`config.mk`:
```
export PLATFORM = sky130hd
export DESIGN_NAME = zoh_sequencer
export DESIGN_NICKNAME = d
export VERILOG_FILES = /design/src/rtl/zoh_sequencer_pkg.sv /design/src/rtl/zoh_sample_buf.sv /design/src/rtl/zoh_sequencer.sv
export SDC_FILE = /design/constraint.sdc
export NUM_CORES = 1
export LEC_CHECK = 0
export CORE_MARGIN = 2
export CORE_UTILIZATION = 50
export CTS_CLUSTER_DIAMETER = 100
export DETAILED_ROUTE_END_ITERATION = 8
export GPL_TIMING_DRIVEN = 0
export PLACE_DENSITY = 0.83
export SLEW_MARGIN = 5
export SYNTH_ARGS = -nofsm -noshare
export SYNTH_HDL_FRONTEND = slang
export SYNTH_SLANG_ARGS = --single-unit
```
`constraint.sdc`:
```
create_clock -name CLK -period 4.4 [get_ports CLK]
set_input_delay 0.66 -clock CLK [delete_from_list [all_inputs] [get_ports CLK]]
set_output_delay 0.66 -clock CLK [all_outputs]
set_load 0.005 [all_outputs]
```
`src/rtl/zoh_sequencer_pkg.sv`:
```
// zoh_sequencer_pkg: shared FSM encoding and default sizes for the interpolators
package zoh_sequencer_pkg;
  localparam int L_DEF = 4;
  localparam int DW_DEF = 16;
  localparam int OW_DEF = 20;
  typedef enum logic [1:0] {IDLE, HOLD, EMIT} state_t;
endpackage

```
`src/rtl/zoh_sample_buf.sv`:
```
// zoh_sample_buf: one-deep pending sample plus active sample, with sticky overrun
module zoh_sample_buf
  import zoh_sequencer_pkg::*;
#(
  parameter int DW = DW_DEF
) (
  input  logic          CLK,
  input  logic          RST,
  input  logic          in_valid,
  input  logic [DW-1:0] in_data,
  input  logic          load,
  output logic          pend_full,
  output logic [DW-1:0] active,
  output logic          overrun
);
  logic [DW-1:0] pend;
  // a load frees the slot in the same cycle, so a coincident sample is accepted
  always_ff @(posedge CLK or negedge RST)
    if (!RST) begin
      pend      <= '0;
      pend_full <= 1'b0;
      active    <= '0;
      overrun   <= 1'b0;
    end else begin
      if (load) active <= pend;
      if (in_valid && (!pend_full || load)) pend <= in_data;
      pend_full <= in_valid || (pend_full && !load);
      if (in_valid && pend_full && !load) overrun <= 1'b1;
    end
endmodule

```
`src/rtl/zoh_sequencer.sv`:
```
// zoh_sequencer: zero-order-hold upsampler emitting each input sample L times on rate_tick
module zoh_sequencer
  import zoh_sequencer_pkg::*;
#(
  parameter  int L  = L_DEF,
  parameter  int DW = DW_DEF,
  parameter  int OW = OW_DEF,
  localparam int PW = $clog2(L)
) (
  input  logic          CLK,
  input  logic          RST,
  input  logic          in_valid,
  input  logic [DW-1:0] in_data,
  input  logic          rate_tick,
  input  logic          out_ready,
  output logic          out_valid,
  output logic [OW-1:0] out_data,
  output logic [PW-1:0] phase,
  output logic          overrun,
  output logic          underrun,
  output logic          tick_miss
);
  state_t        state, nxt;
  logic          pend_full, slot0, load;
  logic [DW-1:0] active;
  assign slot0 = state == HOLD && rate_tick && phase == '0;
  assign load  = slot0 && pend_full;
  zoh_sample_buf #(.DW(DW)) u_buf (
    .CLK(CLK),
    .RST(RST),
    .in_valid(in_valid),
    .in_data(in_data),
    .load(load),
    .pend_full(pend_full),
    .active(active),
    .overrun(overrun)
  );
  always_comb
    nxt = state == IDLE ? (pend_full ? HOLD : IDLE) :
          state == HOLD ? (rate_tick ? EMIT : HOLD) :
          (out_ready ? HOLD : EMIT);
  always_ff @(posedge CLK or negedge RST)
    if (!RST) state <= IDLE;
    else state <= nxt;
  always_ff @(posedge CLK or negedge RST)
    if (!RST) begin
      phase     <= '0;
      underrun  <= 1'b0;
      tick_miss <= 1'b0;
    end else begin
      underrun <= slot0 && !pend_full;
      if (state == EMIT && out_ready) phase <= phase == PW'(L - 1) ? '0 : phase + 1'b1;
      if (state == EMIT && rate_tick) tick_miss <= 1'b1;
    end
  assign out_valid = state == EMIT;
  assign out_data  = {active, {(OW - DW){1'b0}}};
endmodule
```
== Yosys cells after proc, flatten, opt, wreduce, memory -nomap -nowiden ==
Cells that the tools add are included.

* Input bits: 21
* Register bits: 40
* Output and inout bits: 26
* Logic and storage cells: 34

* Equal/unequal tests: 3
* Multiplexer cells: 6
* $add $sub $neg: 1
* Reductions and logical operators: 16

{| class="wikitable"
|+ Operator list
! cell !! number
|-
| logical AND 1 bit || 10
|-
| 2-to-1 mux 2 bit || 5
|-
| == test 2 bit (second input constant) || 2
|-
| zero test 2 bit || 2
|-
| adder 2 x 1 -> 2 bit (second input constant) || 1
|-
| == test 2 x 1 -> 1 bit (second input constant) || 1
|-
| zero test 1 bit || 2
|-
| logical OR 1 bit || 2
|-
| 2-to-1 mux 1 bit || 1
|}

== Logic depth before layout (Yosys ltp) ==
Gate-level depths: netlist (run 1).

* Word-level depth: 7
* Gate-level depth with buffers: 7
* Mapped depth without buffers: 5

== Hierarchy ==
Synthesis (run 1) repeated with hierarchy kept, for this count alone.

* Cells, all modules: 105
* Area, all modules: 1635.3 sq um

{| class="wikitable"
|+ Modules (own cells, without submodules)
! module !! seq. area each (sq um) !! area each (sq um) !! times used !! cells an instance
|-
| zoh_sample_buf || 850.8 || 1316.3 || 1 || 74
|-
| zoh_sequencer || 150.1 || 319.1 || 1 || 31
|}

== Least setup slack after synthesis (run 1) ==
OpenSTA, ideal clock, no wires.

* Path type: input to register
* From: input port rate_tick
* To: register u_buf.pend[10]
* Setup time: 0.125 ns
* Arrival: 1.595 ns
* Setup slack: 2.680 ns
* Buffers on the path: 1
* Cell stages on the path: 4
* Cell sequence: nand4b_4 -> a21boi_2 -> buf_6 -> mux2_2

* Longest elaborated chain between the ends: 5

{| class="wikitable"
|+ RTL lines
! item !! line !! text
|-
| start: declaration || zoh_sequencer.sv:14 || <nowiki>input logic rate_tick,</nowiki>
|-
| logical AND 1 bit (2 in a row) || zoh_sequencer.sv:26 || <nowiki>assign slot0 = state == HOLD && rate_tick && phase == '0;</nowiki>
|-
| logical AND 1 bit || zoh_sequencer.sv:27 || <nowiki>assign load = slot0 && pend_full;</nowiki>
|-
| logical OR 1 bit || zoh_sample_buf.sv:26 || <nowiki>if (in_valid && (!pend_full || load)) pend <= in_data;</nowiki>
|-
| logical AND 1 bit || zoh_sample_buf.sv:26 ||
|-
| end signal: assignment || zoh_sample_buf.sv:26 ||
|-
| end: declaration || zoh_sample_buf.sv:16 || <nowiki>logic [DW-1:0] pend;</nowiki>
|}

No other way between the ends.
A chain may end at the register's enable or synchronous reset.

== Final worst setup path (run 1) ==
* From: register state[0]
* To: output port out_valid

* Longest elaborated chain between the ends: 1

{| class="wikitable"
|+ RTL lines
! item !! line !! text
|-
| start: declaration || zoh_sequencer.sv:23 || <nowiki>state_t state, nxt;</nowiki>
|-
| start signal: assignment || zoh_sequencer.sv:44 || <nowiki>else state <= nxt;</nowiki>
|-
| == test 2 bit || zoh_sequencer.sv:55 || <nowiki>assign out_valid = state == EMIT;</nowiki>
|-
| end: declaration || zoh_sequencer.sv:16 || <nowiki>output logic out_valid,</nowiki>
|}

No other way between the ends.

==> flow_summary.json, run 1 <==
{
  "outcome": "finished clean",
  "hold_buffers": 0,
  "clock_sinks": 40,
  "reg2reg_depth": 6,
  "syn_to_final_growth_pct": 32.9,
  "syn-cell-area_um2": 1640,
  "power_switching_mw": 0.351,
  "io_pins": 47,
  "mostFrequentLayoutCell": "clkdlybuf4s50_1",
  "p_leak_nw": 0.998,
  "grt_max_degree": 41,
  "setup_viol": 0,
  "peakVddDrop_uv": 342,
  "grt_pass1_vias": 990,
  "max_slew_margin_pct": 42.4,
  "start_util_pct": 53.4,
  "cts-buffers-inserted": 5,
  "r2r_start": "phase[0]",
  "startpoint_type": "flip-flop",
  "dr.pass1.iters": 4,
  "sequentialPowerShare_pct": 47.5,
  "grt_usage_pct": 17.8,
  "std_cell_rows": 20,
  "finClkSkew_ns": 0.00348,
  "gp_congestion": 0.700,
  "power_frac_clock_pct": 14.1,
  "fin_tns_setup_ns": 0,
  "cts_resized": 0,
  "tritoncts": "done",
  "clk_latency_ns": 0.34,
  "ys_types": 20,
  "drt-total-wl_mm": 2.87,
  "fin_crit_ns": 2.19,
  "finalMaxSlewViolations": 0,
  "vias_per_cell": 4.89,
  "ant_nets": 0,
  "drive_gt1_share_pct": 34.4,
  "synth-seq-cells": 40,
  "mostFrequentLayoutCells": "clkdlybuf4s50_1, dfrtp_1, mux2_2, mux2_4, clkbuf_4",
  "cts_buffer_depth": 2,
  "drc": 0,
  "post_cts_buffers": 0,
  "grt_overflow": 0,
  "clockRootBuffer": "clkbuf_4",
  "avgSynthCellArea_um2": 16.3,
  "synthCells": 101,
  "first_iter_violations": 37,
  "die_area_um2": 3760,
  "antenna_found_initial": 0,
  "tightest_slew_ns": 0.864,
  "cp.arrival_ns": 1.53,
  "cp-end-kind": "output pin",
  "core_um2": 3080,
  "synth-seq-area-share_pct": 60.9,
  "crit_fanout": 4,
  "n_antenna_cell": 0,
  "post-dp-hpwl_mm": 2.13,
  "combPwrFrac_pct": 38.4,
  "postLayoutCoreUtil_pct": 70.9,
  "fmax_mhz": 456,
  "wl_per_cell_um": 14.5,
  "clkTransAtPathRegs_ns": 0.10,
  "worstSetupPathType": "reg2out",
  "vias": 969,
  "nFillCells": 244,
  "hold_class": "in2async",
  "fin_crit_sh_pct": 49.9,
  "grt_pass1_wl_mm": 4.63,
  "cp.required_ns": 3.74,
  "layout.nets": 176,
  "hold_viol_final": 0,
  "cap_violations": 0,
  "powerDensity_nw_per_um2": 608,
  "die_x_um": 61.3,
  "sw_frac_of_total_pct": 26.4,
  "die_h_um": 61.3,
  "cts_htree_levels": 2,
  "p_int_mw": 0.977,
  "port_buffers": 42,
  "yosysWarnings": 0,
  "cp-startpoint": "state[0]",
  "rsz0062_at_grt": "false"
}
==> flip-flops by register name (all words and copies together) (netlist names) <==
name / count
u_buf.active: 16
u_buf.pend_full: 1
underrun: 1
u_buf.overrun: 1
phase: 2
tick_miss: 1
u_buf.pend: 16
state: 2
==> layer usage <==
| layer | share of wire (%) | routed length [µm] | up-vias | GRT usage [%] |
|---|---|---|---|---|
| li1 | - | - | 443 | - |
| met3 | 6.7 | 193 | 6 | 6.72 |
| met5 | 0 | 0 | - | 0 |
| met4 | 1.3 | 38 | 0 | 5.59 |
| met1 | 39 | 1130 | 483 | 21.0 |
| met2 | 53 | 1510 | 37 | 30.1 |
==> critical path, cell delays in order, from the launching register on <==
cell	delay (ns)
dfrtp_1	0.45
and2b_2	0.25
clkdlybuf4s50_1	0.50
==> metrics by stage <==
step	area, µm²	cells	hold slack [ns]	power [mW]	worst slack, ns
after CTS	2180	198	0.444	1.35	2.18
after global routing	2180	198	0.457	1.42	2.16
after floorplan	1650	104	0.364	0.899	2.68
after detailed placement	2120	190	0.470	1.16	1.91
final	2180	198	0.425	1.33	2.21
after global placement	2130	190	0.437	1.13	1.82
==> area by class of cell <==
| type | count | area, µm² | share of cell area (%) |
|---|---|---|---|
| plain buffers | 7 | 72.6 | 3.32 |
| clock buffers | 8 | 58.8 | 2.69 |
| inverters | 3 | 11.3 | 0.516 |
| multi-input cells | 54 | 569 | 26.1 |
| flip-flops and latches | 40 | 1000 | 45.8 |
| well taps | 44 | 55.1 | 2.52 |
| repair buffers | 42 | 415 | 19.0 |
==> power groups by stage <==
stage | Combinational (mW) | Clock, mW | Sequential, mW
2_1_floorplan | 0.273 | 0 | 0.626
3_3_place_gp | 0.498 | 0 | 0.627
3_5_place_dp | 0.516 | 0 | 0.643
4_1_cts | 0.519 | 0.196 | 0.636
5_1_grt | 0.552 | 0.213 | 0.654
6_report | 0.510 | 0.187 | 0.631
==> worst paths after layout <==
| check | end | slack [ns] |
|---|---|---|
| min in group CLK | u_buf.overrun | 0.49 |
| setup reg to reg | u_buf.pend[11] | 2.48 |
| hold reg to reg | u_buf.overrun | 0.49 |
| max in group asynchronous | u_buf.pend[9] | 3.44 |
| hold / removal | u_buf.pend[3] | 0.43 |
| setup / recovery | out_valid | 2.21 |
==> logic make-up after synthesis <==
group | Yosys count | share of synthesized area (%)
DFF | 40 | 60.9
adders and majority gates | 2 | 1.52
other | 1 | 0.228
and+or+nand+nor | 9 | 3.81
muxes | 35 | 26.2
buffers and inverters | 10 | 5.10
AOI/OAI and AO/OA | 4 | 2.21
==> Yosys cell counts (all sizes together) <==
| master | instances | area [µm²] |
|---|---|---|
| buf | 7 | 72.6 |
| mux2i | 1 | 10.0 |
| inv | 3 | 11.3 |
| nand4b | 1 | 23.8 |
| a21boi | 1 | 11.3 |
| nor2 | 3 | 11.3 |
| a31o | 1 | 8.76 |
| mux2 | 34 | 420 |
| nand2 | 2 | 7.51 |
| dfrtp | 40 | 1000 |
| and2b | 1 | 8.76 |
| ha | 2 | 25.0 |
| conb | 1 | 3.75 |
| a21o | 2 | 16.3 |
| nor3 | 1 | 5.00 |
| or2 | 1 | 6.26 |
Power figures use the tool's default switching activity.
==> run 2, diff against run 1 <==
--- a/config.mk
+++ b/config.mk
@@ -6,11 +6,11 @@
 export NUM_CORES = 1
 export LEC_CHECK = 0
 export CORE_MARGIN = 2
-export CORE_UTILIZATION = 50
+export CORE_UTILIZATION = 46
 export CTS_CLUSTER_DIAMETER = 100
 export DETAILED_ROUTE_END_ITERATION = 8
 export GPL_TIMING_DRIVEN = 0
-export PLACE_DENSITY = 0.83
+export PLACE_DENSITY = 0.78
 export SLEW_MARGIN = 5
 export SYNTH_ARGS = -nofsm -noshare
 export SYNTH_HDL_FRONTEND = slang
==> constraint.sdc (replaced) <==
create_clock -name CLK -period 2.2 [get_ports CLK]
set_input_delay 0.33 -clock CLK [delete_from_list [all_inputs] [get_ports CLK]]
set_output_delay 0.33 -clock CLK [all_outputs]
set_load 0.005 [all_outputs]
==> run 2 against run 1 <==
Core utilization fell by 5.5 points; final cell count rose by 1.0%; highest routed layer unchanged; setup slack got worse by 1.9 ns.
==> flow_summary.json, run 2 (synthesis results as in run 1) <==
{
  "tightest_slew_ns": 0.847,
  "mostFrequentLayoutCell": "clkdlybuf4s50_1",
  "std_cell_rows": 21,
  "n_antenna_cell": 0,
  "cts_buffer_depth": 2,
  "clk_latency_ns": 0.35,
  "grt_overflow": 0,
  "grt_pass1_vias": 1039,
  "fin_crit_sh_pct": 86.4,
  "die_x_um": 63.8,
  "startpoint_type": "flip-flop",
  "cp.arrival_ns": 2.14,
  "grt_max_degree": 41,
  "port_buffers": 42,
  "vias_per_cell": 4.82,
  "postLayoutCoreUtil_pct": 65.4,
  "cp.required_ns": 2.44,
  "dr.pass1.iters": 4,
  "tritoncts": "done",
  "cp-end-kind": "flip-flop",
  "grt_usage_pct": 15.8,
  "hold_viol_final": 0,
  "peakVddDrop_uv": 553,
  "fmax_mhz": 526,
  "vias": 964,
  "setup_viol": 0,
  "mostFrequentLayoutCells": "clkdlybuf4s50_1, dfrtp_1, mux2_2, mux2_4, clkbuf_4",
  "dp_cells": 192,
  "gp_congestion": 0.650,
  "first_iter_violations": 12,
  "syn_to_final_growth_pct": 35.0,
  "fin_cells": 200,
  "finClkSkew_ns": 0.0201,
  "cts_resized": 0,
  "io_pins": 47,
  "grt_pass1_wl_mm": 4.81,
  "reg2reg_slack_ns": 0.30,
  "rsz0062_at_grt": "false",
  "whs_ns": 0.0681,
  "layout.nets": 176,
  "die_area_um2": 4070,
  "die_h_um": 63.8,
  "outcome": "finished clean",
  "clock_sinks": 40,
  "drt-total-wl_mm": 2.70,
  "seq_area_um2": 1000,
  "multi_input_area_um2": 569,
  "finalMaxSlewViolations": 0,
  "worstSetupPathType": "reg2reg",
  "cts_htree_levels": 2,
  "reg_top3": "u_buf.active x16, u_buf.pend x16",
  "post_cts_buffers": 0,
  "clkTransAtPathRegs_ns": 0.13,
  "placed_area_um2": 2130,
  "clockRootBuffer": "clkbuf_4",
  "crit_fanout": 10,
  "fin_crit_ns": 1.90,
  "nFillCells": 250,
  "hold_buffers": 0,
  "final_cell_area_um2": 2220,
  "ant_nets": 0,
  "wl_per_cell_um": 13.5,
  "max_slew_margin_pct": 43.6,
  "p_leak_nw": 1.01,
  "drc": 0,
  "start_util_pct": 48.5,
  "post-dp-hpwl_mm": 1.93,
  "reg2reg_depth": 6,
  "antenna_found_initial": 0,
  "powerDensity_nw_per_um2": 1250,
  "core_um2": 3390,
  "hold_class": "in2async",
  "drive_gt1_share_pct": 35.7,
  "cap_violations": 0,
  "cts-buffers-inserted": 5
}
==> run 2: cell types whose count changed in the layout (fill, tap and decap cells not counted), sizes merged <==
cell	change
bufinv	+1
clkinv	+1
clkbuf	-2
==> run 2: per-layer routing <==
metal,global-route usage [%],vias up,share of wire (%)
li1,-,442,-
met1,18.4,476,42
met5,0,-,0
met2,24.7,41,47
met4,6.52,0,1.6
met3,7.92,5,9.5
==> run 2: stage by stage <==
step / worst slack (ns) / TNS (ns) / total power, mW
final: 0.299 / 0 / 2.77
after global routing: 0.157 / 0 / 2.97
after detailed placement: 0.0445 / 0 / 2.30
after global placement: -0.0636 / -2.49 / 2.24
after CTS: 0.274 / 0 / 2.82
after floorplan: 0.482 / 0 / 1.80
==> run 2: final timing paths <==
kind,startpoint,end
worst max-delay path,phase[0],u_buf.pend[9]
worst min-delay path,RST,u_buf.active[6]
worst max register to register,phase[0],u_buf.pend[9]
worst min register to register,tick_miss,tick_miss
max in group asynchronous,RST,tick_miss
min in group CLK,tick_miss,tick_miss
==> run 2: final cells by class <==
type | instances | share of cell area (%)
buffer | 7 | 3.27
clock buffer | 6 | 2.31
clock inverter | 2 | 1.75
inverter | 3 | 0.508
multi-input combinational | 54 | 25.7
sequential | 40 | 45.1
tap | 46 | 2.60
timing repair buffer | 42 | 18.7
==> run 2: critical path: stages, from the launching register on <==
cell      delay (ns)
dfrtp_1         0.43
inv_1           0.07
ha_1            0.19
nand4b_4        0.14
a21boi_2        0.40
buf_6           0.22
mux2_2          0.35
==> run 2: where the power goes <==
part / total, mW / leakage (nW) / internal (mW) / switching [mW]
clock network: 0.514 / 0.0484 / 0.272 / 0.241
logic: 1.00 / 0.494 / 0.728 / 0.276
registers: 1.26 / 0.471 / 1.07 / 0.191
total: 2.77 / 1.01 / 2.07 / 0.708
